$ cat config.mk
export PLATFORM = sky130hd
export DESIGN_NAME = crtc_host_bus_flat
export DESIGN_NICKNAME = d
export VERILOG_FILES = /design/src/rtl/crtc_host_bus_if.sv /design/src/rtl/crtc_host_bus.sv /design/src/flat_wrapper.sv
export SDC_FILE = /design/constraint.sdc
export NUM_CORES = 1
export LEC_CHECK = 0
export CORE_UTILIZATION = 50
export CTS_CLUSTER_DIAMETER = 120
export DETAILED_ROUTE_END_ITERATION = 10
export GPL_TIMING_DRIVEN = 0
export HOLD_SLACK_MARGIN = 0.08
export MAX_ROUTING_LAYER = met4
export PLACE_DENSITY = 0.79
export SLEW_MARGIN = 0
export SYNTH_ARGS = -nofsm -noshare
export SYNTH_HDL_FRONTEND = slang
export SYNTH_SLANG_ARGS = --single-unit
$ cat constraint.sdc
create_clock -name CLK -period 1.9 [get_ports CLK]
set_clock_uncertainty 0.05 [all_clocks]
set_input_delay 0.285 -clock CLK [delete_from_list [all_inputs] [get_ports CLK]]
set_output_delay 0.285 -clock CLK [all_outputs]
set_load 0.005 [all_outputs]
$ cat src/rtl/crtc_host_bus_if.sv
// Request/response handshake plus MC6845 register-port pins for crtc_host_bus.
// Latency: none; this is a bundle of wires.
// Backpressure: REQ_READY from the slave gates REQ_VALID from the master.
interface crtc_host_bus_if;
  logic       REQ_VALID;
  logic       REQ_READY;
  logic       REQ_RW;
  logic [4:0] REQ_ADDR;
  logic [7:0] REQ_DATA;
  logic       RSP_VALID;
  logic [7:0] RSP_DATA;
  logic       BUSY;
  logic       CSn;
  logic       E;
  logic       RS;
  logic       RW;
  logic [7:0] D_OUT;
  logic       D_OE;
  logic [7:0] D_IN;

  // Bus initiator side: takes requests, drives the CRTC pins.
  modport slave (
    input  REQ_VALID, REQ_RW, REQ_ADDR, REQ_DATA, D_IN,
    output REQ_READY, RSP_VALID, RSP_DATA, BUSY,
    output CSn, E, RS, RW, D_OUT, D_OE
  );

  // Requester / CRTC side.
  modport master (
    output REQ_VALID, REQ_RW, REQ_ADDR, REQ_DATA, D_IN,
    input  REQ_READY, RSP_VALID, RSP_DATA, BUSY,
    input  CSn, E, RS, RW, D_OUT, D_OE
  );
endinterface

$ cat src/rtl/crtc_host_bus.sv
// Turns single register read/write requests into two-phase 6800-style MC6845 accesses.
// Latency: 2(2*E_HALF+1) cycles per request, 2*E_HALF+1 when the address phase is skipped.
// Backpressure: REQ_READY only in IDLE; no queueing, REQ_VALID while busy waits.
module crtc_host_bus #(
  parameter int unsigned E_HALF    = 2,
  parameter bit          SKIP_ADDR = 1'b1
) (
  input logic            CLK,
  input logic            RST,
  crtc_host_bus_if.slave bus
);

  typedef enum logic [2:0] {
    IDLE, A_SETUP, A_HIGH, A_HOLD, D_SETUP, D_HIGH, D_HOLD
  } state_t;

  localparam logic [3:0] CNT_LOAD = 4'(E_HALF - 1);

  state_t     state_q, state_d;
  logic [3:0] cnt_q, cnt_d;
  logic       rw_q, rw_d;
  logic [4:0] addr_q, addr_d;
  logic [7:0] data_q, data_d;
  logic [4:0] last_addr_q, last_addr_d;
  logic       last_vld_q, last_vld_d;

  logic       ready_q, ready_d;
  logic       busy_q, busy_d;
  logic       rsp_valid_q, rsp_valid_d;
  logic [7:0] rsp_data_q, rsp_data_d;
  logic       csn_q, csn_d;
  logic       e_q, e_d;
  logic       rs_q, rs_d;
  logic       rw_out_q, rw_out_d;
  logic       d_oe_q, d_oe_d;
  logic [7:0] d_out_q, d_out_d;

  logic       a_phase, d_phase;

  // Sequencer: accept, time SETUP/HIGH with the down-counter, capture read data.
  always_comb begin
    state_d     = state_q;
    cnt_d       = cnt_q;
    rw_d        = rw_q;
    addr_d      = addr_q;
    data_d      = data_q;
    last_addr_d = last_addr_q;
    last_vld_d  = last_vld_q;
    rsp_valid_d = 1'b0;
    rsp_data_d  = rsp_data_q;
    case (state_q)
      IDLE: begin
        if (bus.REQ_VALID && ready_q) begin
          rw_d   = bus.REQ_RW;
          addr_d = bus.REQ_ADDR;
          data_d = bus.REQ_DATA;
          cnt_d  = CNT_LOAD;
          if (SKIP_ADDR && last_vld_q && (bus.REQ_ADDR == last_addr_q)) state_d = D_SETUP;
          else                                                          state_d = A_SETUP;
        end
      end
      A_SETUP, A_HIGH, D_SETUP: begin
        if (cnt_q == 4'd0) begin
          cnt_d = CNT_LOAD;
          case (state_q)
            A_SETUP: state_d = A_HIGH;
            A_HIGH:  state_d = A_HOLD;
            default: state_d = D_HIGH;
          endcase
        end else begin
          cnt_d = cnt_q - 4'd1;
        end
      end
      A_HOLD: begin
        last_addr_d = addr_q;
        last_vld_d  = 1'b1;
        cnt_d       = CNT_LOAD;
        state_d     = D_SETUP;
      end
      D_HIGH: begin
        if (cnt_q == 4'd0) begin
          state_d = D_HOLD;
          if (rw_q) begin
            rsp_valid_d = 1'b1;
            rsp_data_d  = bus.D_IN;
          end
        end else begin
          cnt_d = cnt_q - 4'd1;
        end
      end
      D_HOLD:  state_d = IDLE;
      default: state_d = IDLE;
    endcase
  end

  // Pin values for the coming cycle, decoded from the next state so every pin is a flop.
  always_comb begin
    a_phase  = (state_d == A_SETUP) || (state_d == A_HIGH) || (state_d == A_HOLD);
    d_phase  = (state_d == D_SETUP) || (state_d == D_HIGH) || (state_d == D_HOLD);
    ready_d  = (state_d == IDLE);
    busy_d   = !ready_d;
    csn_d    = (state_d == IDLE);
    e_d      = (state_d == A_HIGH) || (state_d == D_HIGH);
    rs_d     = d_phase;
    rw_out_d = d_phase ? rw_d : !a_phase;
    d_oe_d   = a_phase || (d_phase && !rw_d);
    d_out_d  = 8'h00;
    if (a_phase)              d_out_d = {3'b000, addr_d};
    else if (d_phase && !rw_d) d_out_d = data_d;
  end

  // State and registered pins; reset drops E at once and abandons any partial access.
  always_ff @(posedge CLK) begin
    if (RST) begin
      state_q     <= IDLE;
      cnt_q       <= 4'd0;
      rw_q        <= 1'b0;
      addr_q      <= 5'd0;
      data_q      <= 8'h00;
      last_addr_q <= 5'd0;
      last_vld_q  <= 1'b0;
      ready_q     <= 1'b1;
      busy_q      <= 1'b0;
      rsp_valid_q <= 1'b0;
      rsp_data_q  <= 8'h00;
      csn_q       <= 1'b1;
      e_q         <= 1'b0;
      rs_q        <= 1'b0;
      rw_out_q    <= 1'b1;
      d_oe_q      <= 1'b0;
      d_out_q     <= 8'h00;
    end else begin
      state_q     <= state_d;
      cnt_q       <= cnt_d;
      rw_q        <= rw_d;
      addr_q      <= addr_d;
      data_q      <= data_d;
      last_addr_q <= last_addr_d;
      last_vld_q  <= last_vld_d;
      ready_q     <= ready_d;
      busy_q      <= busy_d;
      rsp_valid_q <= rsp_valid_d;
      rsp_data_q  <= rsp_data_d;
      csn_q       <= csn_d;
      e_q         <= e_d;
      rs_q        <= rs_d;
      rw_out_q    <= rw_out_d;
      d_oe_q      <= d_oe_d;
      d_out_q     <= d_out_d;
    end
  end

  assign bus.REQ_READY = ready_q;
  assign bus.BUSY      = busy_q;
  assign bus.RSP_VALID = rsp_valid_q;
  assign bus.RSP_DATA  = rsp_data_q;
  assign bus.CSn       = csn_q;
  assign bus.E         = e_q;
  assign bus.RS        = rs_q;
  assign bus.RW        = rw_out_q;
  assign bus.D_OE      = d_oe_q;
  assign bus.D_OUT     = d_out_q;

endmodule

$ cat src/flat_wrapper.sv
// flat-port wrapper written by rule: the top's interface ports become plain ports
module crtc_host_bus_flat 
#(
  parameter int unsigned E_HALF    = 2,
  parameter bit          SKIP_ADDR = 1'b1
)
  (CLK, RST, bus_REQ_VALID, bus_REQ_RW, bus_REQ_ADDR, bus_REQ_DATA, bus_D_IN, bus_REQ_READY, bus_RSP_VALID, bus_RSP_DATA, bus_BUSY, bus_CSn, bus_E, bus_RS, bus_RW, bus_D_OUT, bus_D_OE);
  crtc_host_bus_if bus_i ();
  input logic CLK;
  input logic RST;
  input wire logic [$bits(bus_i.REQ_VALID)-1:0] bus_REQ_VALID;
  input wire logic [$bits(bus_i.REQ_RW)-1:0] bus_REQ_RW;
  input wire logic [$bits(bus_i.REQ_ADDR)-1:0] bus_REQ_ADDR;
  input wire logic [$bits(bus_i.REQ_DATA)-1:0] bus_REQ_DATA;
  input wire logic [$bits(bus_i.D_IN)-1:0] bus_D_IN;
  output wire logic [$bits(bus_i.REQ_READY)-1:0] bus_REQ_READY;
  output wire logic [$bits(bus_i.RSP_VALID)-1:0] bus_RSP_VALID;
  output wire logic [$bits(bus_i.RSP_DATA)-1:0] bus_RSP_DATA;
  output wire logic [$bits(bus_i.BUSY)-1:0] bus_BUSY;
  output wire logic [$bits(bus_i.CSn)-1:0] bus_CSn;
  output wire logic [$bits(bus_i.E)-1:0] bus_E;
  output wire logic [$bits(bus_i.RS)-1:0] bus_RS;
  output wire logic [$bits(bus_i.RW)-1:0] bus_RW;
  output wire logic [$bits(bus_i.D_OUT)-1:0] bus_D_OUT;
  output wire logic [$bits(bus_i.D_OE)-1:0] bus_D_OE;
  assign bus_i.REQ_VALID = bus_REQ_VALID;
  assign bus_i.REQ_RW = bus_REQ_RW;
  assign bus_i.REQ_ADDR = bus_REQ_ADDR;
  assign bus_i.REQ_DATA = bus_REQ_DATA;
  assign bus_i.D_IN = bus_D_IN;
  assign bus_REQ_READY = bus_i.REQ_READY;
  assign bus_RSP_VALID = bus_i.RSP_VALID;
  assign bus_RSP_DATA = bus_i.RSP_DATA;
  assign bus_BUSY = bus_i.BUSY;
  assign bus_CSn = bus_i.CSn;
  assign bus_E = bus_i.E;
  assign bus_RS = bus_i.RS;
  assign bus_RW = bus_i.RW;
  assign bus_D_OUT = bus_i.D_OUT;
  assign bus_D_OE = bus_i.D_OE;
  crtc_host_bus #(.E_HALF(E_HALF), .SKIP_ADDR(SKIP_ADDR)) u_core (.CLK(CLK), .RST(RST), .bus(bus_i));
endmodule
==> impl_metrics.py, run 1 <==
metrics = {
    "sta": {
        "finalMaxSlewViolations": 0,
        "relSlewSlack": 0.627,
        "fin_crit_ns": 1.92,
        "fmax_mhz": 521,
        "finalWorstSetupSlack_ns": -0.0186,
        "fin_crit_sh": 1.01,
        "holdWs_ns": 0.445,
        "worst_pin_slew_ns": 0.559,
        "finalHoldViolCount": 0,
        "fin_setup_tns_ns": -0.0186,
        "setup_viol_count_final": 1,
    },
    "logic_synthesis": {
        "synth_cell_types": 51,
        "synth_top_area_frac": 0.437,
        "synth_warnings": 0,
        "synthArstFlopShare": 0,
        "synth-edff-count": 0,
        "ys_seq_area_frac": 0.437,
        "synthFlopType": "dfxtp_1",
        "avgSynthCellArea_um2": 10.1,
        "syn_inst": 226,
        "syn_nets": 253,
        "yosysTopAreaCell": "dfxtp_1",
        "synth_area_leaders": "dfxtp_1, mux2i_1, a21boi_0, o21a_1, and3_1",
        "ys_ff_latch": 50,
        "synth_area_um2": 2290,
    },
    "power": {
        "pwr-share-comb": 0.468,
        "clkPwrFrac": 0.166,
        "ir_worst_vdd_v": 0.000827,
        "seqPwrFrac": 0.365,
        "p_leak_nw": 1.25,
        "p_sw_frac": 0.373,
        "power_density_nw_per_um2": 1220,
        "net-switching-power_w": 0.00139,
        "p_int_w": 0.00234,
    },
    "drt": {
        "wire_per_inst_um": 15.7,
        "dr_total_vias": 1959,
        "drc_errors": 0,
        "drt_iter0_drc": 130,
        "viasPerCell": 5.73,
        "final_antenna_net_count": 0,
        "drt_first_pass_iters": 4,
        "detail_route.wirelength_um": 5360,
    },
    "die": {
        "initial_core_util": 0.523,
        "core_area_um2": 4380,
        "dieArea_um2": 4860,
        "dieHeight_um": 69.7,
        "io_pins": 49,
        "die_w_um": 69.7,
        "rows": 24,
    },
    "global_routing": {
        "grt_antenna_before_repair": 0,
        "grt_usage": 0.225,
        "grt_pass1_vias": 1793,
        "gr-total-overflow": 0,
        "grt_pass1_wl_um": 8480,
        "grt_max_degree": 15,
    },
    "place": {
        "dp_hpwl_um": 3760,
        "post-place-ws_ns": -0.394,
        "place_congestion": 0.833,
        "io_buffers": 48,
    },
    "setup_path": {
        "startpoint_type": "primary input",
        "r2r-start": "u_core.cnt_q[0]",
        "required_ns": 2.04,
        "r2r-end": "u_core.bus.RW",
        "startpoint": "bus_REQ_VALID",
        "setup.worst_path.end": "u_core.bus.RW",
        "crit_fanout": 6,
        "r2r_setup_slack_ns": 0.03,
        "crit_arrival_ns": 2.06,
        "reg2reg_depth": 6,
        "critical_path_class": "in2reg",
        "cp-end-kind": "register",
    },
    "clock_tree": {
        "clk_latency_ns": 0.30,
        "cts.clk_slew.worst_paths_ns": 0.09,
        "clock-root-buffer": "clkbuf_8",
        "h-tree-depth": 2,
        "clockBufferDepth": 2,
        "cts_tree": "done",
        "numCtsBuffers": 5,
        "clock-sinks": 50,
    },
    "final_layout": {
        "diodes": 0,
        "mostFrequentLayoutCells": "dfxtp_1, clkdlybuf4s50_1, mux2i_1",
        "seqCellArea_um2": 1000,
        "final_net_count": 316,
        "post_route_cells_drive_above_1_share": 0.152,
        "area_delta_synth_final_pct": 34.0,
        "nFillCells": 328,
        "final_common_cell": "dfxtp_1",
        "multiInputGateArea_um2": 1240,
    },
    "hold_path": {
        "hold_class": "reg2reg",
        "min-delay-start": "u_core.addr_q[1]",
    },
    "flow_run": {
        "maxCapViolations": 0,
    },
    "status": {
        "violations": "negative setup slack",
        "status": "finished with violations",
    },
}
[cell families (layout without fill, tap and decap cells)]
group                    count (synthesis)  after routing  share of synthesized area
flip-flops                              50             50                      0.437
buffers and inverters                   22             86                     0.0431
AND/OR/NAND/NOR                         61             61                      0.171
adder cells (fa/ha/maj)                  2              2                     0.0109
multiplexers                            21             21                     0.0945
AO/OA/AOI/OAI                           64             64                      0.221
XOR/XNOR                                 6              6                     0.0229
[how the worst min path moves through the flow]
| stage | to | slack, ns | cells past startpoint |
|---|---|---|---|
| 3_5_place_dp | u_core.last_addr_q[1] | 0.43 | 2 |
| 3_3_place_gp | u_core.last_addr_q[1] | 0.42 | 2 |
| 4_1_cts | u_core.last_addr_q[1] | 0.45 | 2 |
| 5_1_grt | u_core.last_addr_q[1] | 0.46 | 2 |
| 2_1_floorplan | u_core.bus.RSP_DATA[0] | 0.38 | 2 |
| 6_report | u_core.last_addr_q[1] | 0.44 | 2 |
[stage by stage]
step	utilization	cells	power [W]	area, um^2
after floorplan	-	226	0.00242	2290
after global placement	0.647	326	0.00286	2840
after detailed placement	0.647	326	0.00289	2840
after CTS	0.679	336	0.00356	2980
after global routing	0.700	342	0.00395	3070
final	0.700	342	0.00373	3070
[timing repair]
action / 4_1_cts / 5_1_grt
hold buffers: 0 / 0
gates resized for setup: 5 / 10
pin swaps: 2 / 3
buffers inserted: 2 / 6
setup endpoints to repair: 14 / 18
[registers in the layout, indices dropped and copies added, names as in the netlist, 3 cells and up]
| signal | count |
|---|---|
| u_core.bus.RSP_DATA | 8 |
| u_core.last_addr_q | 5 |
| u_core.bus.D_OUT | 8 |
| u_core.cnt_q | 4 |
| u_core.state_q | 3 |
| u_core.addr_q | 5 |
| u_core.data_q | 8 |
[routing by layer]
metal	routed length, um	vias to the layer above	GRT usage
met5	0	-	-
met4	112	0	0.0956
met3	258	12	0.0480
met2	2680	69	0.341
met1	2310	919	0.292
li1	-	959	-
[critical path: stages]
cell and delay (ns):
clkdlybuf4s50_1 0.47, nand2_1 0.21, a211oi_2 0.55, o21ai_0 0.25, mux2_4 0.30
[power groups by stage]
stage                     registers (W)  clock network, W  logic (W)
after floorplan                 0.00135                 0    0.00107
after global placement          0.00136                 0    0.00149
after detailed placement        0.00137                 0    0.00153
after CTS                       0.00135          0.000639    0.00158
after global routing            0.00138          0.000687    0.00189
final                           0.00136          0.000621    0.00175
[cell type report]
cell class	instances	area share
multi-input combinational	154	0.405
sequential	50	0.326
timing repair buffer	56	0.184
clock buffer	7	0.0281
buffer	14	0.0236
tap	52	0.0212
inverter	8	0.00978
clock inverter	1	0.00163
[synthesized netlist by cell type (2+ instances only)]
cell       instances
dfxtp_1           50
mux2i_1           19
nor2_1            16
and3_1            11
a21boi_0          10
nand2_1           10
o21a_1            10
a21oi_1            7
clkbuf_1           7
inv_1              7
o21ai_0            7
xor2_1             6
o2111ai_1          5
o221ai_1           5
a211oi_1           4
a2111oi_2          3
buf_2              3
buf_4              3
nand3_1            3
o31ai_1            3
or3_1              3
a32o_1             2
ha_1               2
nand2b_1           2
nand4bb_1          2
Note: power is estimated with default switching activity, not from simulation.
==> inputs of run 2 (changes only) <==
--- a/config.mk
+++ b/config.mk
@@ -5,7 +5,8 @@
 export SDC_FILE = /design/constraint.sdc
 export NUM_CORES = 1
 export LEC_CHECK = 0
-export CORE_UTILIZATION = 50
+export ABC_AREA = 1
+export CORE_UTILIZATION = 49
 export CTS_CLUSTER_DIAMETER = 120
 export DETAILED_ROUTE_END_ITERATION = 10
 export GPL_TIMING_DRIVEN = 0
==> impl_metrics.py, run 2 <==
metrics = {
    "setup_path": {
        "cp_top_family": "simple AND/OR/NAND/NOR gates",
        "crit_chain": "inv_1 > ha_1 > nand2_1 > inv_1 > nand2_1 > nand2_1 > a21oi_2 > nand3_2 > nand3_1 > o21ai_1",
        "slowest_stage": "dfxtp_1",
        "required_ns": 2.04,
        "crit_arrival_ns": 1.85,
        "startpoint_type": "register",
        "critical_path_class": "reg2reg",
        "crit_fanout": 5,
        "path_buf_inv": 2,
        "critPathMostFrequentCell": "nand2_1",
        "cp-end-kind": "register",
        "crit_path_max_incr_delay_ns": 0.38,
    },
    "die": {
        "io_pins": 49,
        "core_area_um2": 4060,
        "dieHeight_um": 67.4,
        "rows": 23,
        "initial_core_util": 0.517,
        "dieArea_um2": 4550,
        "die_w_um": 67.4,
    },
    "sta": {
        "finalWorstSetupSlack_ns": 0.191,
        "fin_crit_ns": 1.71,
        "fmax_mhz": 585,
        "fin_crit_sh": 0.899,
        "rsz0062_at_grt": "no",
        "setup_viol_count_final": 0,
        "finalMaxSlewViolations": 0,
        "relSlewSlack": 0.666,
        "finalHoldViolCount": 0,
        "fin_setup_tns_ns": 0,
        "worst_pin_slew_ns": 0.502,
    },
    "drt": {
        "final_antenna_net_count": 0,
        "wire_per_inst_um": 11.3,
        "drt_iter0_drc": 137,
        "drt_first_pass_iters": 4,
        "drc_errors": 0,
        "viasPerCell": 4.76,
        "detail_route.wirelength_um": 4190,
        "dr_total_vias": 1766,
    },
    "final_layout": {
        "final_common_cell": "dfxtp_1",
        "final_cell_count_no_fill": 371,
        "multiInputGateArea_um2": 897,
        "mostFrequentLayoutCells": "dfxtp_1, clkdlybuf4s50_1, nor2_1",
        "post_route_cells_drive_above_1_share": 0.106,
        "area_delta_synth_final_pct": 30.6,
        "final_net_count": 347,
        "seqCellArea_um2": 1000,
        "nFillCells": 351,
        "diodes": 0,
    },
    "place": {
        "dp.cells": 363,
        "io_buffers": 48,
        "place_congestion": 0.846,
        "dp_hpwl_um": 3160,
        "post-place-ws_ns": 0.00918,
    },
    "global_routing": {
        "grt_usage": 0.206,
        "grt_pass1_vias": 1561,
        "gr-total-overflow": 0,
        "grt_max_degree": 17,
        "grt_antenna_before_repair": 0,
        "grt_pass1_wl_um": 6700,
    },
    "logic_synthesis": {
        "ys_seq_area_frac": 0.477,
        "synth-edff-count": 0,
        "synth_area_um2": 2100,
        "synth_area_leaders": "dfxtp_1, nor2_1, inv_1, nand2_1, o21ai_0",
        "synth_cell_types": 33,
        "syn_inst": 265,
        "syn_nets": 292,
        "yosysMostFrequentCell": "dfxtp_1",
        "synthTopCellsByCount": "dfxtp_1, nor2_1, inv_1, nand2_1, o21ai_0",
        "ys_ff_latch": 50,
        "synthFlopType": "dfxtp_1",
        "avgSynthCellArea_um2": 7.91,
        "synth_top_area_frac": 0.477,
        "synth_warnings": 0,
        "synthArstFlopShare": 0,
        "yosysTopAreaCell": "dfxtp_1",
    },
    "clock_tree": {
        "cts_resized": 0,
        "clock-root-buffer": "clkbuf_8",
        "numCtsBuffers": 5,
        "clockBufferDepth": 2,
        "clock-sinks": 50,
        "post_cts_buffers": 0,
        "clk_latency_ns": 0.31,
        "cts.clk_slew.worst_paths_ns": 0.09,
        "cts_hold_buf": 0,
        "cts_tree": "done",
        "h-tree-depth": 2,
    },
    "status": {
        "status": "completed",
    },
    "power": {
        "clkPwrFrac": 0.214,
        "pwr-share-comb": 0.358,
        "p_int_w": 0.00203,
        "p_sw_frac": 0.354,
        "power_density_nw_per_um2": 1150,
        "power_w": 0.00315,
        "net-switching-power_w": 0.00112,
        "p_leak_nw": 1.17,
        "seqPwrFrac": 0.428,
        "ir_worst_vdd_v": 0.000697,
    },
    "hold_path": {
        "hold_class": "reg2reg",
    },
    "flow_run": {
        "maxCapViolations": 0,
    },
}
==> run 2: cell types whose count changed in the layout (fill, tap and decap cells not counted), sizes merged, moves of 6 or more <==
| cell | delta |
|---|---|
| inv | +34 |
| nand2 | +30 |
| nor2 | +28 |
| o21ai | +22 |
| mux2i | -16 |
| a21boi | -11 |
| and3 | -11 |
| buf | -9 |
| nand3 | +9 |
| a21oi | +8 |
| clkbuf | -6 |
==> run 2: stage by stage <==
stage	hold slack, ns	cell area, um^2	utilization
after detailed placement	0.401	2640	0.651
after floorplan	0.370	2100	-
after global placement	0.386	2640	0.651
after global routing	0.432	2740	0.675
after CTS	0.413	2740	0.675
final	0.411	2740	0.675
==> run 2: metal layers <==
layer	global-route usage	wire (um)	vias up	part of all wire
met1	0.252	1990	782	0.48
met5	-	0	-	0
met3	0.0507	146	7	0.035
li1	-	-	944	-
met2	0.325	1980	33	0.47
met4	0.0798	68	0	0.016
==> run 2: cells by family after synthesis <==
kind of cell	count (synthesis)	synth area share
AND/OR/NAND/NOR	107	0.252
AO/OA/AOI/OAI	51	0.137
flip-flops	50	0.477
buffers and inverters	49	0.0949
XOR/XNOR	3	0.0125
multiplexers	3	0.0143
adder cells (fa/ha/maj)	2	0.0119
==> run 2: layout make-up <==
cell class | instances | share of cell area
flip-flops and latches | 50 | 0.365
multi-input cells | 166 | 0.328
repair buffers | 48 | 0.175
inverters | 41 | 0.0576
clock buffers | 6 | 0.0302
well taps | 50 | 0.0228
plain buffers | 8 | 0.0151
clock inverters | 2 | 0.00594
==> run 2: power by group through the flow <==
stage / clock [W] / sequential (W) / combinational, W
detailed placement: 0 / 0.00137 / 0.00113
global route: 0.000730 / 0.00137 / 0.00126
finish: 0.000674 / 0.00135 / 0.00113
floorplan: 0 / 0.00136 / 0.000778
CTS: 0.000690 / 0.00135 / 0.00114
global placement: 0 / 0.00137 / 0.00110
==> run 2: tightest hold or removal path, stage by stage (launching register included) <==
cell	delay, ns
dfxtp_1	0.31
inv_1	0.06
a21oi_1	0.06
==> run 2: final timing paths <==
kind               startpoint                    end  slack, ns  depth (start not counted)
max           u_core.cnt_q[0]    u_core.bus.D_OUT[2]       0.19                         10
min          u_core.addr_q[1]  u_core.last_addr_q[1]       0.41                          2
max reg2reg   u_core.cnt_q[0]    u_core.bus.D_OUT[2]       0.19                         10
min reg2reg  u_core.addr_q[1]  u_core.last_addr_q[1]       0.41                          2
==> inputs of run 3 (changes only) <==
--- a/config.mk
+++ b/config.mk
@@ -12,7 +12,7 @@
 export GPL_TIMING_DRIVEN = 0
 export HOLD_SLACK_MARGIN = 0.08
 export MAX_ROUTING_LAYER = met4
-export PLACE_DENSITY = 0.79
+export PLACE_DENSITY = 0.83
 export SLEW_MARGIN = 0
 export SYNTH_ARGS = -nofsm -noshare
 export SYNTH_HDL_FRONTEND = slang
==> impl_metrics.py, run 3 (synthesis results as in run 2) <==
metrics = {
    "status": {
        "status": "completed",
    },
    "setup_path": {
        "critical_path_class": "reg2reg",
        "worstSetupPathDepth": 10,
        "cp-end-kind": "register",
        "crit_fanout": 5,
        "reg2reg_depth": 10,
        "crit_chain": "inv_1 > ha_1 > nand2_1 > inv_1 > nand2_1 > nand2_1 > a21oi_2 > nand3_2 > nand3_1 > o21ai_1",
        "r2r-start": "u_core.cnt_q[0]",
        "startpoint_type": "register",
        "r2r_setup_slack_ns": 0.15,
        "crit_path_max_incr_delay_ns": 0.38,
        "startpoint": "u_core.cnt_q[0]",
        "critPathMostFrequentCell": "nand2_1",
        "cp_top_family": "simple AND/OR/NAND/NOR gates",
        "path_buf_inv": 2,
        "setup.worst_path.end": "u_core.bus.D_OUT[3]",
        "required_ns": 2.02,
        "crit_arrival_ns": 1.86,
        "r2r-end": "u_core.bus.D_OUT[3]",
        "slowest_stage": "dfxtp_1",
    },
    "die": {
        "die_w_um": 67.4,
        "rows": 23,
        "io_pins": 49,
        "dieArea_um2": 4550,
        "core_area_um2": 4060,
        "dieHeight_um": 67.4,
        "initial_core_util": 0.517,
    },
    "power": {
        "p_leak_nw": 1.17,
        "ir_worst_vdd_v": 0.000745,
        "power_density_nw_per_um2": 1130,
    },
    "clock_tree": {
        "numCtsBuffers": 5,
        "clock-root-buffer": "clkbuf_8",
        "cts_tree": "done",
        "clk_latency_ns": 0.29,
        "clock-sinks": 50,
        "post_cts_buffers": 0,
        "cts_resized": 0,
        "cts_hold_buf": 0,
        "cts.clk_slew.worst_paths_ns": 0.08,
        "h-tree-depth": 2,
        "clockBufferDepth": 2,
    },
    "drt": {
        "wire_per_inst_um": 11.4,
        "drc_errors": 0,
        "dr_total_vias": 1770,
        "drt_first_pass_iters": 4,
        "final_antenna_net_count": 0,
        "detail_route.wirelength_um": 4200,
        "drt_iter0_drc": 64,
        "viasPerCell": 4.80,
    },
    "sta": {
        "worst_pin_slew_ns": 0.468,
        "fmax_mhz": 572,
        "relSlewSlack": 0.688,
        "fin_crit_sh": 0.920,
        "finalMaxSlewViolations": 0,
        "setup_viol_count_final": 0,
        "holdWs_ns": 0.397,
        "fin_setup_tns_ns": 0,
        "finalHoldViolCount": 0,
        "rsz0062_at_grt": "no",
        "fin_crit_ns": 1.75,
    },
    "final_layout": {
        "multiInputGateArea_um2": 897,
        "post_route_cells_drive_above_1_share": 0.100,
        "fin_area_um2": 2720,
        "seqCellArea_um2": 1000,
        "mostFrequentLayoutCells": "dfxtp_1, clkdlybuf4s50_1, nor2_1",
        "area_delta_synth_final_pct": 29.8,
        "final_net_count": 347,
        "diodes": 0,
        "nFillCells": 332,
        "final_common_cell": "dfxtp_1",
    },
    "flow_run": {
        "maxCapViolations": 0,
    },
    "hold_path": {
        "hold_class": "reg2reg",
    },
    "global_routing": {
        "grt_usage": 0.216,
        "grt_pass1_wl_um": 7000,
        "grt_max_degree": 14,
        "grt_pass1_vias": 1621,
        "grt_antenna_before_repair": 0,
        "gr-total-overflow": 0,
    },
    "place": {
        "dp_hpwl_um": 3230,
        "place_congestion": 0.820,
        "io_buffers": 48,
        "place_area_um2": 2640,
    },
}
run 3: changes by cell type in the layout (fill, tap and decap cells not counted):
| cell | delta |
|---|---|
| inv_6 | -1 |
| clkinvlp_4 | -1 |
run 3: metal layers:
metal | GRT usage | up-vias | wire length, um
met5 | - | - | 0
met4 | 0.0771 | 0 | 53
met3 | 0.0625 | 4 | 160
met2 | 0.348 | 31 | 2070
met1 | 0.254 | 789 | 1920
li1 | - | 946 | -
run 3: worst min path at each step:
stage | start | endpoint | slack [ns] | cells past startpoint
4_1_cts | u_core.addr_q[4] | u_core.last_addr_q[4] | 0.40 | 2
3_5_place_dp | u_core.addr_q[4] | u_core.last_addr_q[4] | 0.39 | 2
3_3_place_gp | u_core.addr_q[4] | u_core.last_addr_q[4] | 0.38 | 2
2_1_floorplan | u_core.addr_q[4] | u_core.last_addr_q[4] | 0.37 | 2
6_report | u_core.addr_q[4] | u_core.last_addr_q[4] | 0.40 | 2
5_1_grt | u_core.addr_q[4] | u_core.last_addr_q[4] | 0.42 | 2
run 3: cell type report:
cell class / count / share of cell area
Multi-Input combinational cell: 166 / 0.330
Timing Repair Buffer: 48 / 0.176
Clock buffer: 6 / 0.0303
Inverter: 41 / 0.0579
Buffer: 8 / 0.0152
Sequential cell: 50 / 0.368
Tap cell: 50 / 0.0230
run 3: worst reg2reg max path: cells and delay by family, from the launching register on:
kind	cells	cell delay, ns
adders and majority gates	1	0.19
DFF	1	0.38
AOI/OAI and AO/OA	2	0.27
and+or+nand+nor	5	0.55
buffers and inverters	2	0.17
run 3: per-stage QoR:
step / utilization / std cells / total power (W) / worst slack, ns
2_1_floorplan: - / 265 / 0.00214 / 0.419
3_3_place_gp: 0.651 / 363 / 0.00246 / 0.0462
3_5_place_dp: 0.651 / 363 / 0.00251 / 0.0162
4_1_cts: 0.671 / 369 / 0.00309 / 0.156
5_1_grt: 0.671 / 369 / 0.00330 / 0.0542
6_report: 0.671 / 369 / 0.00307 / 0.153
run 3: where the power goes:
| part | switching [W] | total, W | internal (W) | leakage (nW) |
|---|---|---|---|---|
| Combinational | 0.000644 | 0.00113 | 0.000491 | 0.716 |
| Sequential | 0.000103 | 0.00135 | 0.00124 | 0.408 |
| Clock | 0.000310 | 0.000591 | 0.000281 | 0.0431 |
